## src/rtl/bus_arbiter_pkg.sv

```systemverilog
// Shared types for the round-robin bus arbiter.
//   trans_e     : bus transfer type driven by the address-phase owner
//   arb_state_e : arbiter FSM state (parked on the default master / owned)
//   HoldW       : width of the per-owner NONSEQ hold counter
package bus_arbiter_pkg;

   // Bus transfer type, same encoding as the system bus.
   typedef enum logic [1:0] {
      TransIdle   = 2'b00,
      TransBusy   = 2'b01,
      TransNonseq = 2'b10,
      TransSeq    = 2'b11
   } trans_e;

   typedef enum logic [0:0] {
      StPark  = 1'b0,
      StOwned = 1'b1
   } arb_state_e;

   localparam int unsigned HoldW = 8;

endpackage

```

## src/rtl/bus_arbiter_if.sv

```systemverilog
// Arbitration handshake bundle between the bus masters and the arbiter.
//   req_i      : per-master bus request
//   trans_i    : transfer type of the current address-phase owner
//   ready_i    : bus ready from the selected slave
//   lock_i     : per-master locked-sequence request (only with BUS_ARB_LOCK_EN)
//   grant_o    : one-hot grant
//   addr_sel_o : address-phase owner index
//   data_sel_o : data-phase owner index
// Modports: slave = arbiter side, master = requester side.
interface bus_arbiter_if #(
   parameter int unsigned NumMasters = 4
);
   import bus_arbiter_pkg::*;

   localparam int unsigned IdxW = $clog2(NumMasters);

   logic [NumMasters-1:0] req_i;
   trans_e                trans_i;
   logic                  ready_i;
`ifdef BUS_ARB_LOCK_EN
   logic [NumMasters-1:0] lock_i;
`endif
   logic [NumMasters-1:0] grant_o;
   logic [IdxW-1:0]       addr_sel_o;
   logic [IdxW-1:0]       data_sel_o;

   modport slave (
`ifdef BUS_ARB_LOCK_EN
      input  lock_i,
`endif
      input  req_i,
      input  trans_i,
      input  ready_i,
      output grant_o,
      output addr_sel_o,
      output data_sel_o
   );

   modport master (
`ifdef BUS_ARB_LOCK_EN
      output lock_i,
`endif
      output req_i,
      output trans_i,
      output ready_i,
      input  grant_o,
      input  addr_sel_o,
      input  data_sel_o
   );

endinterface

```

## src/rtl/bus_arbiter_rr_picker.sv

```systemverilog
// Combinational round-robin picker.
//   req_i   : request vector
//   last_i  : index of the last owner (lowest priority)
//   gnt_o   : one-hot pick
//   idx_o   : index of the pick
//   valid_o : at least one request present
// Scans last+1, last+2, ... with wrap-around, so last_i is only picked when it
// is the sole requester.
module bus_arbiter_rr_picker #(
   parameter int unsigned NumMasters = 4,
   localparam int unsigned IdxW = $clog2(NumMasters)
) (
   input  logic [NumMasters-1:0] req_i,
   input  logic [IdxW-1:0]       last_i,
   output logic [NumMasters-1:0] gnt_o,
   output logic [IdxW-1:0]       idx_o,
   output logic                  valid_o
);

   always_comb begin
      gnt_o   = '0;
      idx_o   = '0;
      valid_o = 1'b0;
      for (int unsigned i = 1; i <= NumMasters; i++) begin
         logic [IdxW-1:0] cand;
         cand = IdxW'((32'(last_i) + i) % NumMasters);
         if (!valid_o && req_i[cand]) begin
            valid_o     = 1'b1;
            idx_o       = cand;
            gnt_o[cand] = 1'b1;
         end
      end
   end

endmodule

```

## src/rtl/bus_arbiter.sv

```systemverilog
// Round-robin bus arbiter sharing the system bus among NumMasters masters.
// Registers a one-hot grant, the address-phase owner index and the data-phase
// owner index; re-arbitrates only at transfer boundaries.
//   clk_i  : bus clock
//   rst_ni : asynchronous active-low reset
//   bus_io : bus_arbiter_if.slave (req/trans/ready[/lock] in, grant/selects out)
// Optional feature macro: BUS_ARB_LOCK_EN adds lock_i; a locked owner keeps the
// bus regardless of request or hold quota.
module bus_arbiter
   import bus_arbiter_pkg::*;
#(
   parameter int unsigned NumMasters    = 4,
   parameter int unsigned MaxHold       = 8,
   parameter int unsigned DefaultMaster = 0
) (
   input  logic          clk_i,
   input  logic          rst_ni,
   bus_arbiter_if.slave  bus_io
);

   localparam int unsigned IdxW = $clog2(NumMasters);

   localparam logic [NumMasters-1:0] DefGrant = NumMasters'(1) << DefaultMaster;
   localparam logic [IdxW-1:0]       DefIdx   = IdxW'(DefaultMaster);
   localparam logic [HoldW-1:0]      MaxHoldC = HoldW'(MaxHold);

   arb_state_e            state_q, state_d;
   logic [NumMasters-1:0] grant_q, grant_d;
   logic [IdxW-1:0]       addr_sel_q, addr_sel_d;
   logic [IdxW-1:0]       data_sel_q, data_sel_d;
   logic [HoldW-1:0]      hold_q, hold_d;

   logic [NumMasters-1:0] owner_oh;
   logic                  others_req;
   logic                  lock_owner;
   logic                  is_idle, is_nonseq;
   logic [HoldW-1:0]      hold_next;
   logic                  quota_exh;
   logic                  eff_req;
   logic                  handover;

   logic [NumMasters-1:0] pick_oh;
   logic [IdxW-1:0]       pick_idx;
   logic                  pick_vld;

   // ---------------------------------------------------------------------------
   // Owner status
   // ---------------------------------------------------------------------------
   assign owner_oh   = NumMasters'(1) << addr_sel_q;
   assign others_req = |(bus_io.req_i & ~owner_oh);
   assign is_idle    = (bus_io.trans_i == TransIdle);
   assign is_nonseq  = (bus_io.trans_i == TransNonseq);

`ifdef BUS_ARB_LOCK_EN
   assign lock_owner = (state_q == StOwned) && bus_io.lock_i[addr_sel_q];
`else
   assign lock_owner = 1'b0;
`endif

   // Count including the NONSEQ accepted this cycle, so the owner issues at most
   // MaxHold NONSEQs while others wait and the last of them is the handover point.
   always_comb begin
      hold_next = hold_q;
      if (bus_io.ready_i && is_nonseq && (hold_q != MaxHoldC)) begin
         hold_next = hold_q + 1'b1;
      end
   end

   assign quota_exh = (hold_next == MaxHoldC) && others_req && !lock_owner;
   assign eff_req   = bus_io.req_i[addr_sel_q] && !quota_exh;

   // BUSY/SEQ and ready low never qualify, so bursts are never split.
   assign handover = bus_io.ready_i && !lock_owner && (is_idle || (is_nonseq && !eff_req));

   // ---------------------------------------------------------------------------
   // Round-robin pick; in park addr_sel_q is DefaultMaster so the scan starts
   // after it.
   // ---------------------------------------------------------------------------
   bus_arbiter_rr_picker #(
      .NumMasters (NumMasters)
   ) u_rr_picker (
      .req_i   (bus_io.req_i),
      .last_i  (addr_sel_q),
      .gnt_o   (pick_oh),
      .idx_o   (pick_idx),
      .valid_o (pick_vld)
   );

   // ---------------------------------------------------------------------------
   // Next state
   // ---------------------------------------------------------------------------
   always_comb begin
      state_d    = state_q;
      grant_d    = grant_q;
      addr_sel_d = addr_sel_q;
      unique case (state_q)
         StPark: begin
            if (bus_io.ready_i && pick_vld) begin
               state_d    = StOwned;
               grant_d    = pick_oh;
               addr_sel_d = pick_idx;
            end
         end
         StOwned: begin
            if (handover) begin
               if (pick_vld) begin
                  grant_d    = pick_oh;
                  addr_sel_d = pick_idx;
               end else begin
                  state_d    = StPark;
                  grant_d    = DefGrant;
                  addr_sel_d = DefIdx;
               end
            end
         end
         default: begin
            state_d    = StPark;
            grant_d    = DefGrant;
            addr_sel_d = DefIdx;
         end
      endcase
   end

   // Data phase belongs to the previously accepted address phase.
   assign data_sel_d = bus_io.ready_i ? addr_sel_q : data_sel_q;

   assign hold_d = (grant_d != grant_q) ? '0 : hold_next;

   // ---------------------------------------------------------------------------
   // State registers
   // ---------------------------------------------------------------------------
   always_ff @(posedge clk_i or negedge rst_ni) begin
      if (!rst_ni) begin
         state_q    <= StPark;
         grant_q    <= DefGrant;
         addr_sel_q <= DefIdx;
         data_sel_q <= DefIdx;
         hold_q     <= '0;
      end else begin
         state_q    <= state_d;
         grant_q    <= grant_d;
         addr_sel_q <= addr_sel_d;
         data_sel_q <= data_sel_d;
         hold_q     <= hold_d;
      end
   end

   assign bus_io.grant_o    = grant_q;
   assign bus_io.addr_sel_o = addr_sel_q;
   assign bus_io.data_sel_o = data_sel_q;

endmodule

```

## src/flat_wrapper.sv

```systemverilog
// flat-port wrapper written by rule: the top's interface ports become plain ports
module bus_arbiter_flat import bus_arbiter_pkg::*;
#(
   parameter int unsigned NumMasters    = 4,
   parameter int unsigned MaxHold       = 8,
   parameter int unsigned DefaultMaster = 0
)
  (clk_i, rst_ni, bus_io_req_i, bus_io_trans_i, bus_io_ready_i, bus_io_grant_o, bus_io_addr_sel_o, bus_io_data_sel_o);
  bus_arbiter_if #(.NumMasters(NumMasters)) bus_io_i ();
  input  logic clk_i;
  input  logic rst_ni;
  input wire logic [$bits(bus_io_i.req_i)-1:0] bus_io_req_i;
  input wire logic [$bits(bus_io_i.trans_i)-1:0] bus_io_trans_i;
  input wire logic [$bits(bus_io_i.ready_i)-1:0] bus_io_ready_i;
  output wire logic [$bits(bus_io_i.grant_o)-1:0] bus_io_grant_o;
  output wire logic [$bits(bus_io_i.addr_sel_o)-1:0] bus_io_addr_sel_o;
  output wire logic [$bits(bus_io_i.data_sel_o)-1:0] bus_io_data_sel_o;
  assign bus_io_i.req_i = bus_io_req_i;
  assign bus_io_i.trans_i = bus_io_trans_i;
  assign bus_io_i.ready_i = bus_io_ready_i;
  assign bus_io_grant_o = bus_io_i.grant_o;
  assign bus_io_addr_sel_o = bus_io_i.addr_sel_o;
  assign bus_io_data_sel_o = bus_io_i.data_sel_o;
  bus_arbiter #(.NumMasters(NumMasters), .MaxHold(MaxHold), .DefaultMaster(DefaultMaster)) u_core (.clk_i(clk_i), .rst_ni(rst_ni), .bus_io(bus_io_i));
endmodule
```

## config.mk

```make
export PLATFORM = sky130hd
export DESIGN_NAME = bus_arbiter_flat
export DESIGN_NICKNAME = d
export VERILOG_FILES = /design/src/rtl/bus_arbiter_pkg.sv /design/src/rtl/bus_arbiter_if.sv /design/src/rtl/bus_arbiter_rr_picker.sv /design/src/rtl/bus_arbiter.sv /design/src/flat_wrapper.sv
export SDC_FILE = /design/constraint.sdc
export NUM_CORES = 1
export LEC_CHECK = 0
export CAP_MARGIN = 20
export CORE_AREA = 4 4 61 63
export CTS_CLUSTER_DIAMETER = 100
export DETAILED_ROUTE_END_ITERATION = 6
export DIE_AREA = 0 0 65 67
export PLACE_DENSITY_LB_ADDON = 0.15
export SLEW_MARGIN = 20
export SYNTH_ARGS = -nofsm -noshare
export SYNTH_HDL_FRONTEND = slang
export SYNTH_HIERARCHICAL = 1
export SYNTH_SLANG_ARGS = --single-unit
export TNS_END_PERCENT = 20
```

## constraint.sdc

```tcl
create_clock -name clk_i -period 3.6 [get_ports clk_i]
set_input_delay 0.72 -clock clk_i [delete_from_list [all_inputs] [get_ports clk_i]]
set_output_delay 0.72 -clock clk_i [all_outputs]
set_load 0.02 [all_outputs]
```

==> results_dict.tcl <==
set metrics [dict create \
    fmax_ghz 0.317 \
    cts.sinks 17 \
    path_clk_slew_ns 0.09 \
    yosys_warnings 6 \
    cts_tree "done" \
    via_per_inst 6.17 \
    cts_buffer_depth 2 \
    critical_path_class "primary input to register" \
    synth.avg_cell_area_sq_um 9.05 \
    skew_ns 0.00516 \
    die-height_um 67 \
    synth-edff-count 0 \
    ant_nets 0 \
    period_share_pct 87.5 \
    postCtsHoldBufs 0 \
    worstPathArrival_ns 3.32 \
    grt_pass1_wl_mm 6.80 \
    power-per-cell-area_mw_per_mm2 681 \
    syn-cell-area_sq_mm 0.00174 \
    synth-seq-cells 17 \
    numCtsBuffers 3 \
    vias 1574 \
    ctsResizeCount 0 \
    synth.distinct_cells 60 \
    num_antenna_cells 0 \
    die_w_um 65 \
    core-area_sq_mm 0.00323 \
    cts_setup_buffers 0 \
    setup_viol 0 \
    peakVddDrop_mv 0.371 \
    num_io_pins 17 \
    leakagePower_nw 0.812 \
    antenna_found_initial 0 \
    drc_errors 0 \
    crit_path_start_kind "primary input" \
    grt_pass1_vias 1500 \
    layout_commonest_cell "nor2_1" \
    status "finished clean" \
    grt_usage_pct 19.4 \
    gp_congestion 1.09 \
    layout_min_cycle_time_ns 3.15 \
    post-dp-hpwl_mm 2.93 \
    dieArea_sq_mm 0.00436 \
    nFillCells 261 \
    dpl_cell_area_sq_mm 0.00194 \
    clk_latency_ns 0.28 \
    area_growth_pct 13.3 \
    grt_max_degree 27 \
    drv_slew 0 \
    syn-num-nets 211 \
    drtIter0Drc 124 \
    synth_cells 192 \
    final_cell_mix "nor2_1 (17), clkdlybuf4s50_1 (16), dfrtp_1 (16)" \
    synth_flop_cell "dfrtp_1" \
    nets 229 \
    route.detailed.wl_per_inst_um 15.2 \
    finalSetupTns_ns 0 \
    hold_viol 0 \
    end_kind "register" \
    cp_data_required_time_ns 3.77 \
    cap_violations 0 \
    async_flop_share_pct 100 \
    min_path_type "register to register" \
    yosysSeqAreaShare_pct 24.6 \
    critPathMaxFanout 16 \
    start_util_pct 53.8 \
    cts-root-buf "clkbuf_4" \
    drt_wl_total_mm 3.87 \
    cts-htree-levels 1 \
    rows 21 \
    worstMarginPinSlew_ns 0.764 \
    slew_headroom_pct 48.9 \
    portBuffers 16 \
    rsz0062_at_grt "no" \
    drive_gt1_share_pct 14.4 \
    firstDrtPassIters 4 \
    final_cell_area_sq_mm 0.00197 \
    overflow 0 \
]
==> critical path, stage by stage <==
cell and delay, ns:
clkdlybuf4s50_1 0.52, mux4_2 0.64, or3_1 0.39, a21oi_1 0.17, a2111o_1 0.17, xor2_1 0.16, nor3_1 0.07, a21oi_1 0.16
o211a_4 0.24, nor2_1 0.07
==> where the power goes <==
group	leakage (nW)	switching (mW)	internal, mW
Sequential	0.220	0.0541	0.248
Clock	0.0150	0.0527	0.0429
Combinational	0.577	0.529	0.414
Total	0.812	0.636	0.705
==> area by class of cell <==
class	instances	area, sq um	area share (%)
multi-input combinational	150	1190	60.4
timing repair buffer	23	213	10.8
inverter	15	56.3	2.86
sequential	17	427	21.7
clock buffer	4	26.3	1.33
tap	46	57.6	2.92
==> worst paths after layout <==
| path | start | endpoint | slack [ns] | depth (start not counted) |
|---|---|---|---|---|
| setup / recovery | bus_io_req_i[3] | u_core/hold_q[0]$_DFF_PN0_ | 0.45 | 10 |
| hold / removal | u_core/bus_io.data_sel_o[1]$_DFFE_PN0P_ | u_core/bus_io.data_sel_o[1]$_DFFE_PN0P_ | 0.51 | 1 |
| setup reg to reg | u_core/bus_io.addr_sel_o[1]$_DFFE_PN0P_ | u_core/hold_q[0]$_DFF_PN0_ | 0.64 | 12 |
| hold reg to reg | u_core/bus_io.data_sel_o[1]$_DFFE_PN0P_ | u_core/bus_io.data_sel_o[1]$_DFFE_PN0P_ | 0.51 | 1 |
| max in group asynchronous | rst_ni | u_core/bus_io.addr_sel_o[0]$_DFFE_PN0P_ | 2.24 | 1 |
| min in group asynchronous | rst_ni | u_core/bus_io.grant_o[3]$_DFF_PN0_ | 0.89 | 1 |
==> per-layer routing <==
layer	vias up	wire length, um	GRT usage (%)	part of all wire [%]
li1	752	-	-	-
met2	67	1910	32.3	49
met5	-	0	0	0
met3	6	250	2.36	6.5
met4	0	48	6.86	1.2
met1	749	1660	25.8	43
==> logic make-up after synthesis <==
logic type / synth area share (%)
adders and majority gates: 7.20
muxes: 8.71
buffers and inverters: 6.98
DFF: 24.6
xor gates and xnor gates: 5.04
and+or+nand+nor: 24.5
AOI/OAI and AO/OA: 23.0
==> flip-flops by register name, summed over array words and instances, names as in the netlist <==
register and flops:
u_core/state_q 1, u_core/bus_io.data_sel_o 2, u_core/bus_io.grant_o 4, u_core/hold_q 8, u_core/bus_io.addr_sel_o 2
==> stage by stage <==
step | total power, mW | instances | worst slack (ns) | utilization, % | hold WS, ns
finish | 1.34 | 255 | 0.448 | 60.9 | 0.514
global route | 1.46 | 255 | 0.247 | 60.9 | 0.540
CTS | 1.35 | 255 | 0.452 | 60.9 | 0.519
detailed placement | 1.25 | 251 | 0.158 | 60.1 | 0.497
global placement | 1.22 | 251 | 0.235 | 60.1 | 0.493
floorplan | 1.01 | 192 | 0.247 | - | 0.424
==> synth_stat cells (2+ instances only) <==
| library cell | number | area (sq um) |
|---|---|---|
| nand2_1 | 12 | 45.0 |
| mux2i_1 | 5 | 50.1 |
| a31oi_1 | 6 | 37.5 |
| nand2b_1 | 2 | 12.5 |
| xor2_1 | 4 | 35.0 |
| a21oi_1 | 8 | 40.0 |
| nand4_1 | 7 | 43.8 |
| nand3_1 | 6 | 30.0 |
| and2_2 | 2 | 15.0 |
| a211oi_1 | 3 | 22.5 |
| buf_6 | 3 | 33.8 |
| xnor2_1 | 6 | 52.6 |
| buf_2 | 4 | 20.0 |
| inv_1 | 15 | 56.3 |
| clkbuf_1 | 3 | 11.3 |
| ha_1 | 10 | 125 |
| o22ai_1 | 2 | 12.5 |
| dfrtp_1 | 16 | 400 |
| o31ai_1 | 4 | 30.0 |
| mux2_2 | 3 | 33.8 |
| a2111o_1 | 4 | 45.0 |
| nor3_1 | 2 | 10.0 |
| nand3b_1 | 2 | 15.0 |
| or3_1 | 4 | 25.0 |
| mux4_2 | 3 | 67.6 |
| o21ai_0 | 2 | 10.0 |
| a22o_1 | 5 | 43.8 |
| nor2_1 | 17 | 63.8 |
Power figures use the tool's default switching activity.
